**src/rtl/core_pkg.sv**
```systemverilog
// core_pkg: shared decode types, opcode constants and ALU-code helper for the RV32I core
package core_pkg;

    typedef enum logic [3:0] {
        ALU_ADD  = 4'b0000,
        ALU_SUB  = 4'b0001,
        ALU_XOR  = 4'b0100,
        ALU_SLL  = 4'b0101,
        ALU_SRL  = 4'b0110,
        ALU_SRA  = 4'b0111,
        ALU_SLT  = 4'b1000,
        ALU_SLTU = 4'b1001,
        ALU_OR   = 4'b1010,
        ALU_AND  = 4'b1011
    } alu_op_e;

    typedef enum logic [1:0] {
        A_RS1  = 2'b00,
        A_PC   = 2'b01,
        A_ZERO = 2'b10
    } a_sel_e;

    typedef enum logic [2:0] {
        IMM_I,
        IMM_S,
        IMM_B,
        IMM_U,
        IMM_J
    } imm_type_e;

    localparam logic [6:0] OPC_OP     = 7'b0110011;
    localparam logic [6:0] OPC_OP_IMM = 7'b0010011;
    localparam logic [6:0] OPC_LOAD   = 7'b0000011;
    localparam logic [6:0] OPC_STORE  = 7'b0100011;
    localparam logic [6:0] OPC_BRANCH = 7'b1100011;
    localparam logic [6:0] OPC_JAL    = 7'b1101111;
    localparam logic [6:0] OPC_JALR   = 7'b1100111;
    localparam logic [6:0] OPC_LUI    = 7'b0110111;
    localparam logic [6:0] OPC_AUIPC  = 7'b0010111;

    localparam logic [6:0] F7_ZERO = 7'b0000000;
    localparam logic [6:0] F7_ALT  = 7'b0100000;

    // Control portion of the ID/EX slot; immediate and PC are held separately
    // because their width follows X_LEN.
    typedef struct packed {
        alu_op_e    alu_op;
        a_sel_e     a_sel;
        logic       b_sel;
        logic [4:0] rs1;
        logic [4:0] rs2;
        logic [4:0] rd;
        logic       reg_we;
        logic       mem_re;
        logic       mem_we;
        logic       branch;
        logic       jump;
        logic [2:0] funct3;
        logic       illegal;
    } ctrl_t;

    // alt selects SUB over ADD and SRA over SRL; ignored for other funct3 values.
    function automatic alu_op_e alu_from_f3(input logic [2:0] f3, input logic alt);
        case (f3)
            3'b000:  return alt ? ALU_SUB : ALU_ADD;
            3'b001:  return ALU_SLL;
            3'b010:  return ALU_SLT;
            3'b011:  return ALU_SLTU;
            3'b100:  return ALU_XOR;
            3'b101:  return alt ? ALU_SRA : ALU_SRL;
            3'b110:  return ALU_OR;
            default: return ALU_AND;
        endcase
    endfunction

endpackage

```
**src/rtl/id_ex_decoder_imm_gen.sv**
```systemverilog
// imm_gen: combinational RV32I immediate extractor, sign-extended to X_LEN
//   instr_i    in  32     instruction word
//   imm_type_i in  3      immediate format (I, S, B, U, J)
//   imm_o      out X_LEN  sign-extended immediate
module imm_gen
    import core_pkg::*;
#(
    parameter int X_LEN = 32
) (
    input  logic [31:0]      instr_i,
    input  imm_type_e        imm_type_i,
    output logic [X_LEN-1:0] imm_o
);

    logic [31:0] imm32;
    logic        unused_opcode;

    assign unused_opcode = ^instr_i[6:0];

    always_comb begin
        imm32 = (imm_type_i == IMM_S) ? {{20{instr_i[31]}}, instr_i[31:25], instr_i[11:7]} :
                (imm_type_i == IMM_B) ? {{19{instr_i[31]}}, instr_i[31], instr_i[7], instr_i[30:25], instr_i[11:8], 1'b0} :
                (imm_type_i == IMM_U) ? {instr_i[31:12], 12'b0} :
                (imm_type_i == IMM_J) ? {{11{instr_i[31]}}, instr_i[31], instr_i[19:12], instr_i[20], instr_i[30:21], 1'b0} :
                                        {{20{instr_i[31]}}, instr_i[31:20]};
    end

    assign imm_o = X_LEN'($signed(imm32));

endmodule

```
**src/rtl/id_ex_decoder.sv**
```systemverilog
// id_ex_decoder: RV32I decode stage feeding a single registered ID/EX slot
//   clk_i, rst_ni                 clock, asynchronous active-low reset
//   in_valid_i/in_ready_o         IF handshake; instr_i, pc_i accepted together
//   flush_i                       squash held and incoming instruction
//   out_valid_o/out_ready_i       EX handshake on the slot
//   alu_op_o, a_sel_o, b_sel_o    ALU operation and operand selects
//   imm_o, rs1_o, rs2_o, rd_o     immediate and register indices
//   reg_we_o .. jump_o, funct3_o  control flags and funct3 for LSU/branch unit
//   pc_o, illegal_o               registered PC, unsupported-encoding flag
module id_ex_decoder
    import core_pkg::*;
#(
    parameter int X_LEN = 32
) (
    input  logic             clk_i,
    input  logic             rst_ni,
    input  logic             in_valid_i,
    output logic             in_ready_o,
    input  logic [31:0]      instr_i,
    input  logic [X_LEN-1:0] pc_i,
    input  logic             flush_i,
    output logic             out_valid_o,
    input  logic             out_ready_i,
    output logic [3:0]       alu_op_o,
    output logic [1:0]       a_sel_o,
    output logic             b_sel_o,
    output logic [X_LEN-1:0] imm_o,
    output logic [4:0]       rs1_o,
    output logic [4:0]       rs2_o,
    output logic [4:0]       rd_o,
    output logic             reg_we_o,
    output logic             mem_re_o,
    output logic             mem_we_o,
    output logic             branch_o,
    output logic             jump_o,
    output logic [2:0]       funct3_o,
    output logic [X_LEN-1:0] pc_o,
    output logic             illegal_o
);

    logic [2:0]       f3;
    logic [6:0]       f7;
    ctrl_t            dec;
    imm_type_e        imm_type;
    logic             legal;
    logic [X_LEN-1:0] dec_imm;
    logic             accept;
    logic             valid_d, valid_q;
    ctrl_t            ctrl_d, ctrl_q;
    logic [X_LEN-1:0] imm_d, imm_q;
    logic [X_LEN-1:0] pc_d, pc_q;

    assign f3 = instr_i[14:12];
    assign f7 = instr_i[31:25];

    always_comb begin
        dec        = '0;
        dec.alu_op = ALU_ADD;
        dec.a_sel  = A_RS1;
        dec.rs1    = instr_i[19:15];
        dec.rs2    = instr_i[24:20];
        dec.rd     = instr_i[11:7];
        dec.funct3 = f3;
        imm_type   = IMM_I;
        legal      = 1'b1;
        case (instr_i[6:0])
            OPC_OP: begin
                dec.alu_op = alu_from_f3(f3, f7[5]);
                dec.reg_we = 1'b1;
                legal      = (f7 == F7_ZERO) || (f7 == F7_ALT && (f3 == 3'b000 || f3 == 3'b101));
            end
            OPC_OP_IMM: begin
                // Only shift-right immediates carry an alternate form; ADDI has no SUBI.
                dec.alu_op = alu_from_f3(f3, f3 == 3'b101 && f7[5]);
                dec.b_sel  = 1'b1;
                dec.reg_we = 1'b1;
                legal      = (f3 == 3'b001) ? (f7 == F7_ZERO) :
                             (f3 == 3'b101) ? (f7 == F7_ZERO || f7 == F7_ALT) : 1'b1;
            end
            OPC_LOAD: begin
                dec.b_sel  = 1'b1;
                dec.mem_re = 1'b1;
                dec.reg_we = 1'b1;
            end
            OPC_STORE: begin
                dec.b_sel  = 1'b1;
                dec.mem_we = 1'b1;
                imm_type   = IMM_S;
            end
            OPC_BRANCH: begin
                dec.a_sel  = A_PC;
                dec.b_sel  = 1'b1;
                dec.branch = 1'b1;
                imm_type   = IMM_B;
            end
            OPC_JAL: begin
                dec.a_sel  = A_PC;
                dec.b_sel  = 1'b1;
                dec.jump   = 1'b1;
                dec.reg_we = 1'b1;
                imm_type   = IMM_J;
            end
            OPC_JALR: begin
                dec.b_sel  = 1'b1;
                dec.jump   = 1'b1;
                dec.reg_we = 1'b1;
                legal      = (f3 == 3'b000);
            end
            OPC_LUI: begin
                dec.a_sel  = A_ZERO;
                dec.b_sel  = 1'b1;
                dec.reg_we = 1'b1;
                imm_type   = IMM_U;
            end
            OPC_AUIPC: begin
                dec.a_sel  = A_PC;
                dec.b_sel  = 1'b1;
                dec.reg_we = 1'b1;
                imm_type   = IMM_U;
            end
            default: legal = 1'b0;
        endcase
        // Illegal instructions still flow to EX for trapping but must have no side effects.
        if (!legal) begin
            dec.alu_op = ALU_ADD;
            dec.reg_we = 1'b0;
            dec.mem_re = 1'b0;
            dec.mem_we = 1'b0;
            dec.branch = 1'b0;
            dec.jump   = 1'b0;
        end
        dec.illegal = !legal;
        if (dec.rd == 5'd0) dec.reg_we = 1'b0;
    end

    imm_gen #(.X_LEN(X_LEN)) u_imm_gen (
        .instr_i    (instr_i),
        .imm_type_i (imm_type),
        .imm_o      (dec_imm)
    );

    assign in_ready_o = !out_valid_o || out_ready_i;

    // Flush wins over both accept and hold; payload is left stale on flush.
    always_comb begin
        accept  = in_valid_i && in_ready_o && !flush_i;
        valid_d = flush_i ? 1'b0 : accept ? 1'b1 : out_ready_i ? 1'b0 : valid_q;
        ctrl_d  = accept ? dec : ctrl_q;
        imm_d   = accept ? dec_imm : imm_q;
        pc_d    = accept ? pc_i : pc_q;
    end

    always_ff @(posedge clk_i or negedge rst_ni) begin
        if (!rst_ni) begin
            valid_q <= 1'b0;
            ctrl_q  <= '0;
            imm_q   <= '0;
            pc_q    <= '0;
        end else begin
            valid_q <= valid_d;
            ctrl_q  <= ctrl_d;
            imm_q   <= imm_d;
            pc_q    <= pc_d;
        end
    end

    assign out_valid_o = valid_q;
    assign alu_op_o    = ctrl_q.alu_op;
    assign a_sel_o     = ctrl_q.a_sel;
    assign b_sel_o     = ctrl_q.b_sel;
    assign imm_o       = imm_q;
    assign rs1_o       = ctrl_q.rs1;
    assign rs2_o       = ctrl_q.rs2;
    assign rd_o        = ctrl_q.rd;
    assign reg_we_o    = ctrl_q.reg_we;
    assign mem_re_o    = ctrl_q.mem_re;
    assign mem_we_o    = ctrl_q.mem_we;
    assign branch_o    = ctrl_q.branch;
    assign jump_o      = ctrl_q.jump;
    assign funct3_o    = ctrl_q.funct3;
    assign pc_o        = pc_q;
    assign illegal_o   = ctrl_q.illegal;

endmodule

```
**config.mk**
```make
export PLATFORM = sky130hd
export DESIGN_NAME = id_ex_decoder
export DESIGN_NICKNAME = d
export VERILOG_FILES = /design/src/rtl/core_pkg.sv /design/src/rtl/id_ex_decoder_imm_gen.sv /design/src/rtl/id_ex_decoder.sv
export SDC_FILE = /design/constraint.sdc
export NUM_CORES = 1
export LEC_CHECK = 0
export BUFFER_PORTS_ARGS = -buffer_cell sky130_fd_sc_hd__buf_2
export CORE_AREA = 2 2 109 138
export CTS_CLUSTER_DIAMETER = 50
export DETAILED_ROUTE_END_ITERATION = 6
export DIE_AREA = 0 0 111 140
export PLACE_DENSITY = 0.49
export SLEW_MARGIN = 20
export SYNTH_ARGS = -nofsm -noshare
export SYNTH_HDL_FRONTEND = slang
export SYNTH_SLANG_ARGS = --single-unit
```
**constraint.sdc**
```tcl
create_clock -name clk_i -period 3.12 [get_ports clk_i]
set_clock_uncertainty 0.2 [all_clocks]
set_input_delay 0.312 -clock clk_i [delete_from_list [all_inputs] [get_ports clk_i]]
set_output_delay 0.312 -clock clk_i [all_outputs]
set_load 0.01 [all_outputs]
```
==> impl_metrics.py, run 1 <==
metrics = {
    "synth": {
        "syn_nets": 533,
        "ys_types": 42,
        "ys_seq_elements": 96,
        "synth-seq-area-share_pct": 57.3,
        "synthArstFlopShare_pct": 100,
        "synthCells": 464,
        "yosysWarnings": 0,
        "syn_area_um2": 4190,
        "syn_avg_cell_area_um2": 9.03,
        "synth_edf_count": 0,
        "synthFlopType": "dfrtp_1",
    },
    "timing": {
        "worst_pin_slew_ns": 0.932,
        "relSlewSlack_pct": 37.7,
        "hold_violations": 0,
        "rsz0062_at_grt": "false",
        "setup_viol": 0,
        "finalSetupTns_ns": 0,
        "drv_slew": 0,
        "fmax_mhz": 492,
        "fin_crit_sh_pct": 65.1,
        "fin_crit_ns": 2.03,
    },
    "cells_and_area": {
        "drive_gt1_share_pct": 30.4,
        "final_common_cell": "nand2_1",
        "area_delta_synth_final_pct": 42.0,
        "regArea_um2": 2400,
        "final_util_pct": 42.0,
        "final_nets": 726,
        "final_cell_mix": "nand2_1, buf_2, dfrtp_1",
        "antenna_cells": 0,
        "nFillCells": 1432,
        "multi_input_area_um2": 1640,
    },
    "grt": {
        "overflow": 0,
        "grt_pass1_vias": 3698,
        "grt_pass1_wl_mm": 20.2,
        "grt_usage_pct": 16.4,
        "antenna_found_initial": 0,
        "grt_max_degree": 126,
    },
    "worst_setup_path": {
        "slowest_delay_ns": 0.53,
        "crit_buf_inv": 4,
        "reg2reg_slack_ns": 1.21,
        "arrival_ns": 2.11,
        "worstSetupStartpointType": "primary input",
        "cpMaxStageDelayCell": "dlygate4sd3_1",
        "worstPathCellList": "dlygate4sd3_1 -> buf_2 -> nor3b_2 -> buf_4 -> buf_4 -> nand2_1 -> nand2_1",
        "cpLargestDelayFamily": "buffers and inverters",
        "critical_path_class": "primary input to flop",
        "crit_required_ns": 3.20,
        "end_kind": "flop",
        "worstPathMaxFanout": 45,
    },
    "pwr": {
        "ir_worst_vdd_v": 0.000333,
        "p_switching_mw": 0.919,
        "p_per_area_nw_per_um2": 570,
        "swShare_pct": 27.1,
        "seq_power_share_pct": 43.8,
        "p_clk_share_pct": 37.6,
        "combPwrFrac_pct": 18.6,
        "p_leak_nw": 3.06,
        "p_int_mw": 2.47,
        "p_total_mw": 3.39,
    },
    "floorplan": {
        "rows": 49,
        "die_width_um": 111,
        "ios": 166,
        "coreArea_um2": 14200,
        "start_util_pct": 29.6,
        "dieArea_um2": 15500,
        "fp.dieH_um": 140,
    },
    "clocking": {
        "h-tree-depth": 3,
        "numCtsBuffers": 9,
        "cts.sinks": 96,
        "clk_pin_slew_worst_paths_ns": 0.07,
        "post_cts_buffers": 0,
        "cts_tree": "yes",
        "clock_path_buffers": 2,
        "insertion_delay_ns": 0.34,
        "ctsRootBufferMaster": "clkbuf_16",
    },
    "run_status": {
        "outcome": "finished clean",
    },
    "routing": {
        "firstDrtPassIters": 4,
        "wl_mm": 12.8,
        "via_count": 3811,
        "first_iter_violations": 144,
        "ant_nets": 0,
        "drt-wirelength-per-cell_um": 15.2,
        "post-route-drc-count": 0,
        "vias_per_cell": 4.54,
    },
    "placed_design": {
        "dp.final_hpwl_mm": 8.73,
        "io_buffers": 165,
        "routabilityCongestion": 0.810,
    },
    "hold_path": {
        "hold_class": "primary input to flop",
    },
    "job": {
        "max_cap_violations": 0,
    },
}
[per-stage QoR]
step | setup slack [ns] | instances | hold slack, ns | cell area [um^2]
after floorplan | 0.948 | 464 | -0.184 | 4190
after CTS | 1.09 | 839 | 0.00569 | 5950
final | 1.09 | 839 | 0.0110 | 5950
after detailed placement | 0.719 | 783 | 0.240 | 5190
after global routing | 0.956 | 839 | 0.0276 | 5950
after global placement | 0.782 | 783 | 0.239 | 5190
[synth_stat cells (2+ instances only)]
master	count	share of area, %
nor2_1	12	1.1
o31ai_1	2	0.36
a21oi_1	18	2.1
clkbuf_1	23	2.1
nand4b_1	2	0.42
mux2i_1	8	1.9
nor2b_1	2	0.30
or2_2	2	0.30
buf_6	2	0.54
nand3b_1	3	0.54
nand2_1	206	18
buf_1	3	0.27
o41ai_2	2	0.78
dfrtp_1	96	57
a211oi_1	2	0.36
inv_1	4	0.36
nand3_1	5	0.60
a31oi_1	2	0.30
nor3_1	2	0.24
buf_2	4	0.48
o21ai_0	38	4.5
nor3b_1	6	1.1
[power by group through the flow]
stage               clock network [mW]  registers [mW]  logic [mW]
global placement                     0            1.50       0.594
global route                      1.36            1.51       0.703
finish                            1.27            1.49       0.630
CTS                               1.32            1.49       0.645
detailed placement                   0            1.51       0.605
floorplan                            0            1.59       0.200
[kinds of logic after synthesis]
family                    Yosys count  synth area share, %
buffers and inverters              36                 3.70
AOI/OAI and AO/OA                  73                 11.2
xor gates and xnor gates            1                0.209
DFF                                96                 57.3
and+or+nand+nor                   249                 25.4
muxes                               9                 2.18
[worst min-delay path: stages]
cell	delay (ns)
buf_2	0.11
nand2_1	0.05
nand2_1	0.05
[metal layers]
| metal | GRT usage [%] | up-vias | wire length (um) |
|---|---|---|---|
| met3 | 2.25 | 15 | 487 |
| met4 | 6.97 | 0 | 259 |
| met1 | 21.2 | 1799 | 5730 |
| met5 | 0 | - | 0 |
| met2 | 27.9 | 101 | 6300 |
| li1 | - | 1896 | - |
[sequential cells by signal, indices dropped and copies added (netlist names), 2 cells and up]
| register | count |
|---|---|
| rd_o | 5 |
| imm_o | 32 |
| rs2_o | 5 |
| rs1_o | 5 |
| funct3_o | 3 |
| a_sel_o | 2 |
| pc_o | 32 |
| alu_op_o | 4 |
[area by class of cell]
| type | count | area share (%) |
|---|---|---|
| tap | 178 | 3.74 |
| timing repair buffer | 214 | 22.3 |
| clock buffer | 10 | 4.02 |
| inverter | 4 | 0.252 |
| sequential | 96 | 40.4 |
| multi-input combinational | 332 | 27.6 |
| clock inverter | 5 | 1.77 |
[path summary, 6_finish.rpt]
path	startpoint	end	cells past startpoint
max in group asynchronous	rst_ni	pc_o[31]	3
worst max register to register	out_valid_o	imm_o[31]	6
worst min-delay path	instr_i[21]	rs2_o[1]	3
worst min register to register	rd_o[0]	rd_o[0]	2
min in group asynchronous	rst_ni	pc_o[1]	2
worst max-delay path	flush_i	imm_o[31]	7
[what timing repair did]
action	in CTS	in global routing
hold buffers	41	0
resized for setup	0	0
hold endpoints to repair	97	0
Power figures use the tool's default switching activity.
==> inputs of run 2 (changes only) <==
ABC_AREA = 1   (was not set)
CORE_AREA = 2 2 109 137   (was 2 2 109 138)
DIE_AREA = 0 0 111 139   (was 0 0 111 140)
clock period = 1.94 ns   (was 3.12 ns; I/O delays follow)
==> impl_metrics.py, run 2 <==
metrics = {
    "placed_design": {
        "dpl.cell_count": 830,
        "routabilityCongestion": 0.856,
        "io_buffers": 165,
        "dp.final_hpwl_mm": 8.91,
        "place_ws_ns": 0.234,
    },
    "timing": {
        "worst_pin_slew_ns": 0.479,
        "setup_viol": 0,
        "rsz0062_at_grt": "false",
        "relSlewSlack_pct": 68.0,
        "hold_violations": 0,
        "drv_slew": 0,
        "fmax_mhz": 576,
        "finalSetupTns_ns": 0,
        "fin_crit_sh_pct": 89.5,
        "fin_crit_ns": 1.74,
        "setup_ws_ns": 0.203,
    },
    "synth": {
        "synth.most_common_cell": "nand2_1",
        "yosysWarnings": 0,
        "synth_xor_area_share_pct": 0,
        "synthArstFlopShare_pct": 100,
        "yosys.area_share.adder_pct": 0,
        "synth-seq-area-share_pct": 57.6,
        "yosys-top-cells-count": "nand2_1, dfrtp_1, o21ai_0, inv_1, nor2_1",
        "ys_seq_elements": 96,
        "ys_types": 26,
        "synth_edf_count": 0,
        "syn_nets": 565,
        "syn_avg_cell_area_um2": 8.42,
        "synthFlopType": "dfrtp_1",
        "synthTopCellsByArea": "dfrtp_1, nand2_1, o21ai_0",
        "post-synth-top-area-cell": "dfrtp_1",
        "synthSimpleGateAreaFrac_pct": 29.0,
        "synthCells": 496,
        "yosys.area.top_type_share_pct": 57.6,
        "synth_mux_area_share_pct": 0,
        "syn_area_um2": 4170,
        "synth_compound_area_share_pct": 8.21,
        "synth_top_family_by_area": "simple AND/OR/NAND/NOR gates",
    },
    "floorplan": {
        "die_width_um": 111,
        "coreArea_um2": 14200,
        "dieArea_um2": 15400,
        "ios": 166,
        "start_util_pct": 29.5,
        "fp.dieH_um": 139,
        "rows": 49,
    },
    "run_status": {
        "outcome": "finished clean",
    },
    "cells_and_area": {
        "stdcell_count": 904,
        "drive_gt1_share_pct": 29.9,
        "final_common_cell": "nand2_1",
        "antenna_cells": 0,
        "final_nets": 790,
        "final_cell_mix": "nand2_1, buf_2, dfrtp_1",
        "area_delta_synth_final_pct": 46.6,
    },
    "worst_setup_path": {
        "end_kind": "flop",
        "r2r-end": "imm_o[27]",
        "startpoint": "instr_i[8]",
        "worstPathMaxFanout": 3,
        "arrival_ns": 1.77,
        "crit_required_ns": 1.98,
        "worstReg2RegStart": "out_valid_o",
        "ff2ff_path_depth": 7,
        "reg2reg_slack_ns": 0.23,
        "worstSetupStartpointType": "primary input",
        "critical_path_class": "primary input to flop",
    },
    "routing": {
        "ant_nets": 0,
        "firstDrtPassIters": 4,
        "wl_mm": 12.5,
        "drt-wirelength-per-cell_um": 13.8,
        "vias_per_cell": 4.44,
        "first_iter_violations": 155,
        "post-route-drc-count": 0,
        "via_count": 4010,
    },
    "clocking": {
        "clock_path_buffers": 2,
        "cts_resized": 0,
        "ctsRootBufferMaster": "clkbuf_16",
        "post_cts_buffers": 0,
        "insertion_delay_ns": 0.34,
        "cts.sinks": 96,
        "h-tree-depth": 3,
        "numCtsBuffers": 9,
        "cts_tree": "yes",
        "clk_pin_slew_worst_paths_ns": 0.07,
    },
    "hold_path": {
        "worstHoldStart": "instr_i[5]",
        "holdPathStages": 3,
        "hold_class": "primary input to flop",
        "hold_end": "a_sel_o[1]",
    },
    "grt": {
        "grt_pass1_wl_mm": 20.4,
        "overflow": 0,
        "grt_max_degree": 56,
        "grt_pass1_vias": 3990,
        "antenna_found_initial": 0,
        "grt_usage_pct": 16.5,
    },
    "pwr": {
        "p_total_mw": 5.26,
        "p_per_area_nw_per_um2": 860,
        "ir_worst_vdd_v": 0.000432,
        "p_leak_nw": 3.37,
    },
    "job": {
        "max_cap_violations": 0,
    },
}
[run 2: what timing repair did]
action / 4_1_cts / 5_1_grt
hold endpoints to repair: 166 / 0
hold buffers: 58 / 0
setup endpoints to repair: 0 / 0
[run 2: area by class of cell]
type	count	area (um^2)
clock buffer	10	229
inverter	31	120
multi-input combinational	350	1560
fill	1448	8040
timing repair buffer	233	1520
clock inverter	6	67.6
tap	178	223
sequential	96	2400
[run 2: through the flow]
step	hold slack, ns	utilization [%]	area [um^2]
global placement	-0.0965	37.0	5240
finish	0.0218	43.2	6120
CTS	0.0106	43.2	6120
detailed placement	-0.0878	37.0	5240
global route	0.0360	43.2	6120
floorplan	-0.302	-	4170
[run 2: critical path: stages]
cell	delay, ns
dlygate4sd3_1	0.54
buf_2	0.15
nor3_1	0.21
nor3b_1	0.45
nor2_2	0.08
nand3_1	0.09
nand2_1	0.05
[run 2: power breakdown]
part	leakage, nW	switching [mW]	internal (mW)
clock network	0.139	0.789	1.01
registers	1.20	0.141	2.27
logic	2.03	0.595	0.468
[run 2: metal layers]
| metal | share of wire [%] | track usage (%) | wire length, um |
|---|---|---|---|
| met5 | 0 | 0 | 0 |
| met4 | 1.7 | 5.07 | 215 |
| met1 | 43 | 20.5 | 5410 |
| met3 | 5.4 | 4.33 | 670 |
| met2 | 50 | 28.2 | 6220 |
[run 2: kinds of logic (layout without fill, tap and decap cells)]
group / Yosys count / count (layout)
buf+inv: 50 / 280
compound gates: 61 / 61
simple gates: 289 / 289
flops: 96 / 96
[run 2: worst max-delay path by stage]
stage | end | slack [ns]
4_1_cts | reg_we_o | 0.19
6_report | reg_we_o | 0.20
3_3_place_gp | alu_op_o[1] | 0.27
5_1_grt | alu_op_o[1] | 0.07
2_1_floorplan | pc_o[10] | 0.33
3_5_place_dp | rs1_o[3] | 0.23
==> inputs of run 3 (changes only) <==
--- a/config.mk
+++ b/config.mk
@@ -13,4 +13,5 @@
 export DIE_AREA = 0 0 111 139
 export PLACE_DENSITY = 0.49
+export SETUP_SLACK_MARGIN = 0.3
 export SLEW_MARGIN = 20
 export SYNTH_ARGS = -nofsm -noshare
--- a/constraint.sdc
+++ b/constraint.sdc
@@ -3,3 +3,3 @@
 set_input_delay 0.194 -clock clk_i [delete_from_list [all_inputs] [get_ports clk_i]]
 set_output_delay 0.194 -clock clk_i [all_outputs]
-set_load 0.01 [all_outputs]
+set_load 0.005 [all_outputs]
==> impl_metrics.py, run 3 (same netlist as run 2, synthesis figures left out) <==
metrics = {
    "run_status": {
        "outcome": "finished clean",
    },
    "worst_setup_path": {
        "arrival_ns": 1.61,
        "critical_path_class": "flop to flop",
        "crit_buf_inv": 2,
        "slowest_delay_ns": 0.38,
        "end_kind": "flop",
        "cpMaxStageDelayCell": "dfrtp_1",
        "worstSetupStartpointType": "flop",
        "critPathMostFrequentCell": "nand2_2",
        "worstPathMaxFanout": 8,
        "cpLargestDelayFamily": "buffers and inverters",
        "worstPathCellList": "nand2_2 -> nand2_2 -> nor2_4 -> clkinv_4 -> clkbuf_16 -> nand2_4 -> o211ai_1",
        "crit_required_ns": 1.95,
        "reg2reg_slack_ns": 0.34,
    },
    "clocking": {
        "clk_pin_slew_worst_paths_ns": 0.07,
        "cts.sinks": 96,
        "insertion_delay_ns": 0.34,
        "numCtsBuffers": 9,
        "clock_path_buffers": 2,
        "h-tree-depth": 3,
        "cts_tree": "yes",
        "ctsRootBufferMaster": "clkbuf_16",
    },
    "timing": {
        "fmax_mhz": 624,
        "relSlewSlack_pct": 70.7,
        "holdWs_ns": 0.0155,
        "worst_pin_slew_ns": 0.436,
        "fin_crit_ns": 1.60,
        "drv_slew": 0,
        "rsz0062_at_grt": "true",
        "finalSetupTns_ns": 0,
        "setup_viol": 0,
        "fin_crit_sh_pct": 82.6,
        "hold_violations": 0,
    },
    "routing": {
        "post-route-drc-count": 0,
        "wl_mm": 13.3,
        "firstDrtPassIters": 4,
        "ant_nets": 0,
        "first_iter_violations": 137,
        "vias_per_cell": 4.42,
        "drt-wirelength-per-cell_um": 14.5,
        "via_count": 4045,
    },
    "pwr": {
        "combPwrFrac_pct": 19.7,
        "swShare_pct": 28.0,
        "p_per_area_nw_per_um2": 816,
        "seq_power_share_pct": 46.0,
        "p_switching_mw": 1.47,
        "p_int_mw": 3.79,
        "p_clk_share_pct": 34.2,
        "p_leak_nw": 3.53,
        "ir_worst_vdd_v": 0.000432,
    },
    "cells_and_area": {
        "stdcell_count": 915,
        "final_common_cell": "nand2_1",
        "final_area_um2": 6440,
        "final_nets": 801,
        "final_cell_mix": "nand2_1, buf_2, dfrtp_1",
        "final_util_pct": 45.5,
        "drive_gt1_share_pct": 35.0,
        "area_delta_synth_final_pct": 54.4,
        "antenna_cells": 0,
    },
    "floorplan": {
        "dieArea_um2": 15400,
        "start_util_pct": 29.5,
        "ios": 166,
        "coreArea_um2": 14200,
        "fp.dieH_um": 139,
        "die_width_um": 111,
        "rows": 49,
    },
    "grt": {
        "grt_pass1_wl_mm": 20.7,
        "antenna_found_initial": 0,
        "overflow": 0,
        "grt_pass1_vias": 4037,
        "grt_usage_pct": 16.8,
        "grt_max_degree": 49,
    },
    "job": {
        "max_cap_violations": 0,
    },
    "placed_design": {
        "routabilityCongestion": 0.856,
        "placed_cell_area_um2": 5240,
        "io_buffers": 165,
        "dp.final_hpwl_mm": 8.91,
        "dpl.cell_count": 830,
    },
    "hold_path": {
        "hold_class": "primary input to flop",
    },
}
run 3: cell type report:
class / count / area (um^2)
clock buffer: 10 / 229
fill: 1425 / 7720
timing repair buffer: 244 / 1720
tap: 178 / 223
clock inverter: 6 / 67.6
sequential: 96 / 2400
multi-input combinational: 350 / 1680
inverter: 31 / 124
run 3: path summary, 6_finish.rpt:
check / start / to / cells past startpoint
hold reg to reg: pc_o[13] / pc_o[13] / 2
setup / recovery: out_valid_o / imm_o[20] / 7
max in group asynchronous: rst_ni / imm_o[10] / 3
setup reg to reg: out_valid_o / imm_o[20] / 7
min in group asynchronous: rst_ni / pc_o[23] / 2
hold / removal: instr_i[31] / imm_o[31] / 3
run 3: per-stage QoR:
step                setup WS [ns]  power, mW
finish                      0.338       5.26
global placement            0.274       3.30
detailed placement          0.234       3.32
CTS                         0.310       5.25
global route                0.252       5.57
floorplan                   0.408       2.80
run 3: timing repair:
action                                 in CTS  in global routing
resized for setup                           3                 49
endpoints found under the hold margin     166                  0
gates cloned                                1                  3
setup endpoints to repair                  64                 79
buffers inserted                            3                  4
pin swaps                                   1                 14
hold buffers                               58                  0
run 3: power by group through the flow:
stage               sequential [mW]  combinational (mW)  clock [mW]
global route                   2.46                1.17        1.94
CTS                            2.41               0.989        1.86
detailed placement             2.44               0.880           0
finish                         2.42                1.04        1.80
floorplan                      2.46               0.341           0
global placement               2.44               0.865           0
run 3: layer usage:
layer  vias up  track usage (%)  share of wire, %
met3        18             4.85               5.3
met4         0             5.00               2.1
li1       2030                -                 -
met2       119             28.6                50
met1      1878             20.8                43
met5         -                0                 0
run 3: tightest hold or removal path, stage by stage:
cell     delay (ns)
buf_2          0.12
inv_1          0.11
o21ai_0        0.10
